<file path="src/rtl/averager_accumulator.sv">
// Read-modify-write bin accumulator fed by the averager counter, with snapshot readout.
// Optional build macro SATURATE_EN: saturating adds plus a sticky sat_flag output.
module averager_accumulator #(
  parameter int DATA_WIDTH   = 14,
  parameter int ACC_WIDTH    = 32,
  parameter int ADDR_WIDTH   = 15,
  parameter int READ_LATENCY = 2
) (
  input  logic                         clk,
  input  logic                         resetn,
  input  logic                         clken,
  input  logic signed [DATA_WIDTH-1:0] din,
  input  logic [ADDR_WIDTH-1:0]        address,
  input  logic                         init,
  input  logic                         wen,
  output logic [ADDR_WIDTH-1:0]        bram_raddr,
  input  logic [ACC_WIDTH-1:0]         bram_rdata,
  output logic [ADDR_WIDTH-1:0]        bram_waddr,
  output logic [ACC_WIDTH-1:0]         bram_wdata,
  output logic [3:0]                   bram_we,
  output logic [ACC_WIDTH-1:0]         dout,
  output logic [ADDR_WIDTH-1:0]        dout_addr,
  output logic                         dout_valid,
  output logic                         clear_active
`ifdef SATURATE_EN
  ,
  output logic                         sat_flag
`endif
);

  localparam int RL = READ_LATENCY;

  logic clear_pending_q, clear_pending_d;
  logic clear_pass_q, clear_pass_d;
  logic addr_zero, pass_start;

  assign addr_zero  = (address == '0);
  // A frame boundary (address 0) starts a clear pass if one is armed, including by an init in the same cycle.
  assign pass_start = clken && addr_zero && (clear_pending_q || init);

  always_comb begin
    clear_pending_d = clear_pending_q;
    clear_pass_d    = clear_pass_q;
    if (pass_start) begin
      clear_pass_d    = 1'b1;
      clear_pending_d = 1'b0;
    end else if (clken) begin
      if (addr_zero) clear_pass_d = 1'b0;
      if (init) clear_pending_d = 1'b1;
    end
  end

  always_ff @(posedge clk or negedge resetn) begin
    if (!resetn) begin
      clear_pending_q <= 1'b0;
      clear_pass_q    <= 1'b0;
    end else begin
      clear_pending_q <= clear_pending_d;
      clear_pass_q    <= clear_pass_d;
    end
  end

  assign clear_active = clear_pass_q;

  logic [RL:0]                  valid_q, wen_q, clr_q;
  logic signed [DATA_WIDTH-1:0] din_q  [RL+1];
  logic [ADDR_WIDTH-1:0]        addr_q [RL+1];

  // Index 0 is the input register driving the read port; index RL lines up with bram_rdata.
  always_ff @(posedge clk or negedge resetn) begin
    if (!resetn) begin
      valid_q <= '0;
      wen_q   <= '0;
      clr_q   <= '0;
      for (int k = 0; k <= RL; k++) begin
        din_q[k]  <= '0;
        addr_q[k] <= '0;
      end
    end else begin
      valid_q <= {valid_q[RL-1:0], clken};
      wen_q   <= {wen_q[RL-1:0], clken & wen};
      clr_q   <= {clr_q[RL-1:0], clken & clear_pass_d};
      if (clken) begin
        din_q[0]  <= din;
        addr_q[0] <= address;
      end
      for (int k = 1; k <= RL; k++) begin
        din_q[k]  <= din_q[k-1];
        addr_q[k] <= addr_q[k-1];
      end
    end
  end

  assign bram_raddr = addr_q[0];

  logic [ACC_WIDTH-1:0] base, addend, sum_wrap, sum;

  assign base     = clr_q[RL] ? '0 : bram_rdata;
  assign addend   = {{(ACC_WIDTH-DATA_WIDTH){din_q[RL][DATA_WIDTH-1]}}, din_q[RL]};
  assign sum_wrap = base + addend;

`ifdef SATURATE_EN
  localparam logic [ACC_WIDTH-1:0] SAT_MAX = {1'b0, {(ACC_WIDTH-1){1'b1}}};
  localparam logic [ACC_WIDTH-1:0] SAT_MIN = {1'b1, {(ACC_WIDTH-1){1'b0}}};
  logic ovf;
  logic sat_q;

  assign ovf = (base[ACC_WIDTH-1] == addend[ACC_WIDTH-1]) &&
               (sum_wrap[ACC_WIDTH-1] != base[ACC_WIDTH-1]);
  assign sum = ovf ? (base[ACC_WIDTH-1] ? SAT_MIN : SAT_MAX) : sum_wrap;

  always_ff @(posedge clk or negedge resetn) begin
    if (!resetn) begin
      sat_q <= 1'b0;
    end else if (valid_q[RL] && ovf) begin
      sat_q <= 1'b1;
    end else if (pass_start) begin
      sat_q <= 1'b0;
    end
  end

  assign sat_flag = sat_q;
`else
  assign sum = sum_wrap;
`endif

  logic                  we_q, dout_valid_q;
  logic [ADDR_WIDTH-1:0] waddr_q, dout_addr_q;
  logic [ACC_WIDTH-1:0]  wdata_q, dout_q;

  always_ff @(posedge clk or negedge resetn) begin
    if (!resetn) begin
      we_q         <= 1'b0;
      dout_valid_q <= 1'b0;
      waddr_q      <= '0;
      wdata_q      <= '0;
      dout_q       <= '0;
      dout_addr_q  <= '0;
    end else begin
      we_q         <= valid_q[RL];
      dout_valid_q <= valid_q[RL] & wen_q[RL];
      if (valid_q[RL]) begin
        waddr_q <= addr_q[RL];
        wdata_q <= sum;
      end
      if (valid_q[RL] && wen_q[RL]) begin
        dout_q      <= sum;
        dout_addr_q <= addr_q[RL];
      end
    end
  end

  assign bram_we    = {4{we_q}};
  assign bram_waddr = waddr_q;
  assign bram_wdata = wdata_q;
  assign dout       = dout_q;
  assign dout_addr  = dout_addr_q;
  assign dout_valid = dout_valid_q;

endmodule

</file>
<file path="config.mk">
export PLATFORM = sky130hd
export DESIGN_NAME = averager_accumulator
export DESIGN_NICKNAME = d
export VERILOG_FILES = /design/src/rtl/averager_accumulator.sv
export SDC_FILE = /design/constraint.sdc
export NUM_CORES = 1
export LEC_CHECK = 0
export BUFFER_PORTS_ARGS = -buffer_cell sky130_fd_sc_hd__buf_2
export CAP_MARGIN = 20
export CORE_MARGIN = 2
export CORE_UTILIZATION = 59
export DETAILED_ROUTE_END_ITERATION = 8
export PLACE_DENSITY = 0.85
export SYNTH_ARGS = -nofsm -noshare
export SYNTH_HDL_FRONTEND = slang
export SYNTH_SLANG_ARGS = --single-unit
</file>
<file path="constraint.sdc">
create_clock -name clk -period 8.7 [get_ports clk]
set_input_delay 0.87 -clock clk [delete_from_list [all_inputs] [get_ports clk]]
set_output_delay 0.87 -clock clk [all_outputs]
set_load 0.01 [all_outputs]
</file>
==> qor.csv <==
metric;value;unit
status;complete, no violations;
top cells by area in the synthesized netlist;dfrtp_1 56%, mux2_2 11%, nand2_1 5.0%, ha_1 4.5%, nor2b_1 2.6%;
Synth top cells by count;194 x dfrtp_1, 114 x nand2_1, 86 x mux2_2;
mux cell area share after synthesis;0.1132;
fraction of layout cells with a size suffix above 1;0.3424;
Post-synth EDFFs;0;
Finish-stage setup viols;0;
Synth Area in Simple Gates;0.1223;
global placement routability congestion;0.9251;
Avg WL per Cell;17.73;um
Yosys top cell area share;0.5617;
Final Slew Violations;0;
Clock Sinks;194;
combinational fraction of design power;0.254;
DRT antenna net count;0;
most frequent cell after synthesis;dfrtp_1;
number of remaining DRC errors;0;
CTS Buf Count;17;
Hold Buf Count CTS;0;
CP endpoint kind;register;
Max clock buf depth;2;
Reg-to-Reg End;bram_wdata[24];
worst slack at placement;5004;ps
Cell Int Power;1750;uW
Slew HR;0.3141;
crit start category;register;
die area;15630;um2
adder-cell share of the synthesized area;0.04720;
post-detail-place hpwl;13450;um
vias per cell;5.627;
switching portion of total power;0.3216;
WS Path Type;reg -> reg;
hold_sp;din_q[23];
VDD IR max;0.1716;mV
DRT Pass-1 Iters;5;
final antenna diode count;0;
largest net degree at the start of global routing;123;
sequential-to-total area share from yosys stat;0.5617;
die span in x;125.0;um
NetSw;829.5;uW
# H-tree levels;4;
Hold Path Class;reg -> reg;
Setup TNS Final;0;ps
Post-CTS Resized;0;
Post-Syn Area;8642;um2
vias in the first global route;6227;
Netlist cell types;52;
setup slack after layout;5360;ps
Clock power frac;0.295;
Core Region;14420;um2
Tmin final;3340;ps
DR iter-0 viols;411;
Layout area overhead;17.56;%
RSZ-0062 raised after global routing;no;
initial antenna violation count;0;
synthesized area per cell;11.52;um2
clk_skew;6.859;ps
combinational family with the most area after synthesis;simple AND/OR/NAND/NOR gates;
Required @ worst endpoint;9020;ps
worst-skew pair later-pin latency;430;ps
Leakage;0.004824;uW
compound-cell area share of the yosys netlist;0.09367;
Remaining Overflow, GRT;0;
top_reg_cell synth;dfrtp_1;
Fmax achieved;0.2994;GHz
first-pass GRT wire length;31800;um
Worst Path Arrival;3660;ps
Ports;181;
row cnt;44;
Reg2Reg Depth;11;
maxcap violations;0;
Total Wirelength;19520;um
gr usage total;0.2575;
Pwr Density;253.9;nW/um2
Ys Warns;0;
sequential share of power;0.451;
CTS tree;done;
final net count;1002;
CP max FO;25;
root buffer cell;clkbuf_16;
reg2reg start;clr_q[2];
Final Hold Viols;0;
Initial Utilization;0.5991;
Synth Net Count;848;
post-synthesis xor/xnor area fraction;0.02635;
fraction of registers with async set/reset;1.000;
via count;6195;
Slew @ Worst Pin;1027;ps
Die Y;125.0;um
count of state elements after synthesis;194;
Setup Fix Bufs, Post-CTS;0;
reg2reg setup slack;5360;ps
clk slew on worst S/H paths;70;ps
Hold Path Sink;addend[9];
port bufs;180;
Mapped Cells;750;
Min-Delay Path Depth;0;
Yosys top cell by area;dfrtp_1;
final period utilization;0.3839;
-- power by group through the flow --
stage	logic (uW)	clock network, uW	registers [uW]
floorplan	341	0	1230
global route	718	814	1180
CTS	658	772	1170
detailed placement	654	0	1180
global placement	636	0	1170
finish	656	760	1160
-- layout make-up --
class	count	area, um2
sequential	194	4856
multi-input combinational	495	3481
inverter	12	45.04
clock buffer	17	425.4
tap	184	230.2
fill	1022	4264
timing repair buffer	184	959.7
clock inverter	15	162.7
-- how the worst max path moves through the flow --
stage,depth (start not counted),start,endpoint,slack [ps]
final,11,clr_q[2],bram_wdata[24],5360
after global routing,11,clr_q[2],bram_wdata[26],5190
after CTS,10,clr_q[2],bram_wdata[28],4960
after detailed placement,10,clr_q[2],bram_wdata[28],5000
after global placement,10,clr_q[2],dout[24],5150
after floorplan,10,bram_rdata[0],bram_wdata[24],5670
-- worst max-delay path: stages, from the launching register on --
cell	delay, ps
dfrtp_1	610
buf_16	220
nor2b_1	70
ha_1	210
fa_1	420
a21oi_2	200
o211ai_1	130
a21oi_1	440
a41o_2	380
o41ai_2	80
xor2_1	170
mux2_2	280
-- per-layer routing --
metal | vias to the layer above | GRT usage | share of wire
met5 | - | 0 | 0
met4 | 0 | 0.1020 | 0.029
met3 | 39 | 0.05349 | 0.061
met2 | 237 | 0.4252 | 0.49
met1 | 3002 | 0.3375 | 0.43
li1 | 2917 | - | -
-- sequential cells by signal, summed over array words and instances (netlist names), 3 cells and up --
signal      flops
addr_q         30
valid_q         3
din_q          28
clr_q           3
dout           32
wen_q           3
bram_raddr     15
bram_wdata     32
dout_addr      15
addend         14
bram_waddr     15
-- cell usage in the layout (no fill, tap or decap), types with 3 or more instances in the layout --
| master | instances |
|---|---|
| nor4_1 | 5 |
| o311ai_0 | 4 |
| o31a_1 | 3 |
| clkbuf_16 | 17 |
| nor2_1 | 28 |
| o31ai_1 | 4 |
| a211o_1 | 4 |
| nor3_1 | 9 |
| mux2_2 | 86 |
| o21bai_1 | 6 |
| nand2_1 | 114 |
| a21o_1 | 5 |
| nand4_1 | 10 |
| dfrtp_1 | 193 |
| nor2b_1 | 36 |
| nand3_1 | 12 |
| clkinv_8 | 3 |
| xor2_1 | 11 |
| o21ai_0 | 18 |
| and3_1 | 3 |
| inv_8 | 3 |
| xnor2_1 | 15 |
| buf_2 | 179 |
| a211oi_1 | 5 |
| buf_4 | 3 |
| ha_1 | 31 |
| a21oi_1 | 44 |
| inv_6 | 4 |
| and2_1 | 4 |
| inv_1 | 10 |
| o21ai_1 | 3 |
| o211ai_1 | 6 |
| o21a_1 | 6 |
-- stage by stage --
stage	instance area, um2	utilization	hold slack (ps)	std cells	power, uW
6_report	10160	0.7044	349.6	1101	2579
5_1_grt	10160	0.7044	355.6	1101	2716
4_1_cts	10130	0.7025	351.5	1100	2595
3_5_place_dp	9544	0.6617	334.7	1068	1834
3_3_place_gp	9544	0.6617	331.2	1068	1808
2_1_floorplan	8642	-	331.2	750	1570
-- cells by family (layout without fill, tap and decap cells) --
| kind of cell | Yosys count | after routing |
|---|---|---|
| AND/OR/NAND/NOR | 228 | 228 |
| XOR/XNOR | 26 | 26 |
| AO/OA/AOI/OAI | 122 | 122 |
| buffers and inverters | 61 | 228 |
| flip-flops | 194 | 194 |
| adder cells (fa/ha/maj) | 32 | 32 |
| multiplexers | 87 | 87 |
Note: power is estimated with default switching activity, not from simulation.
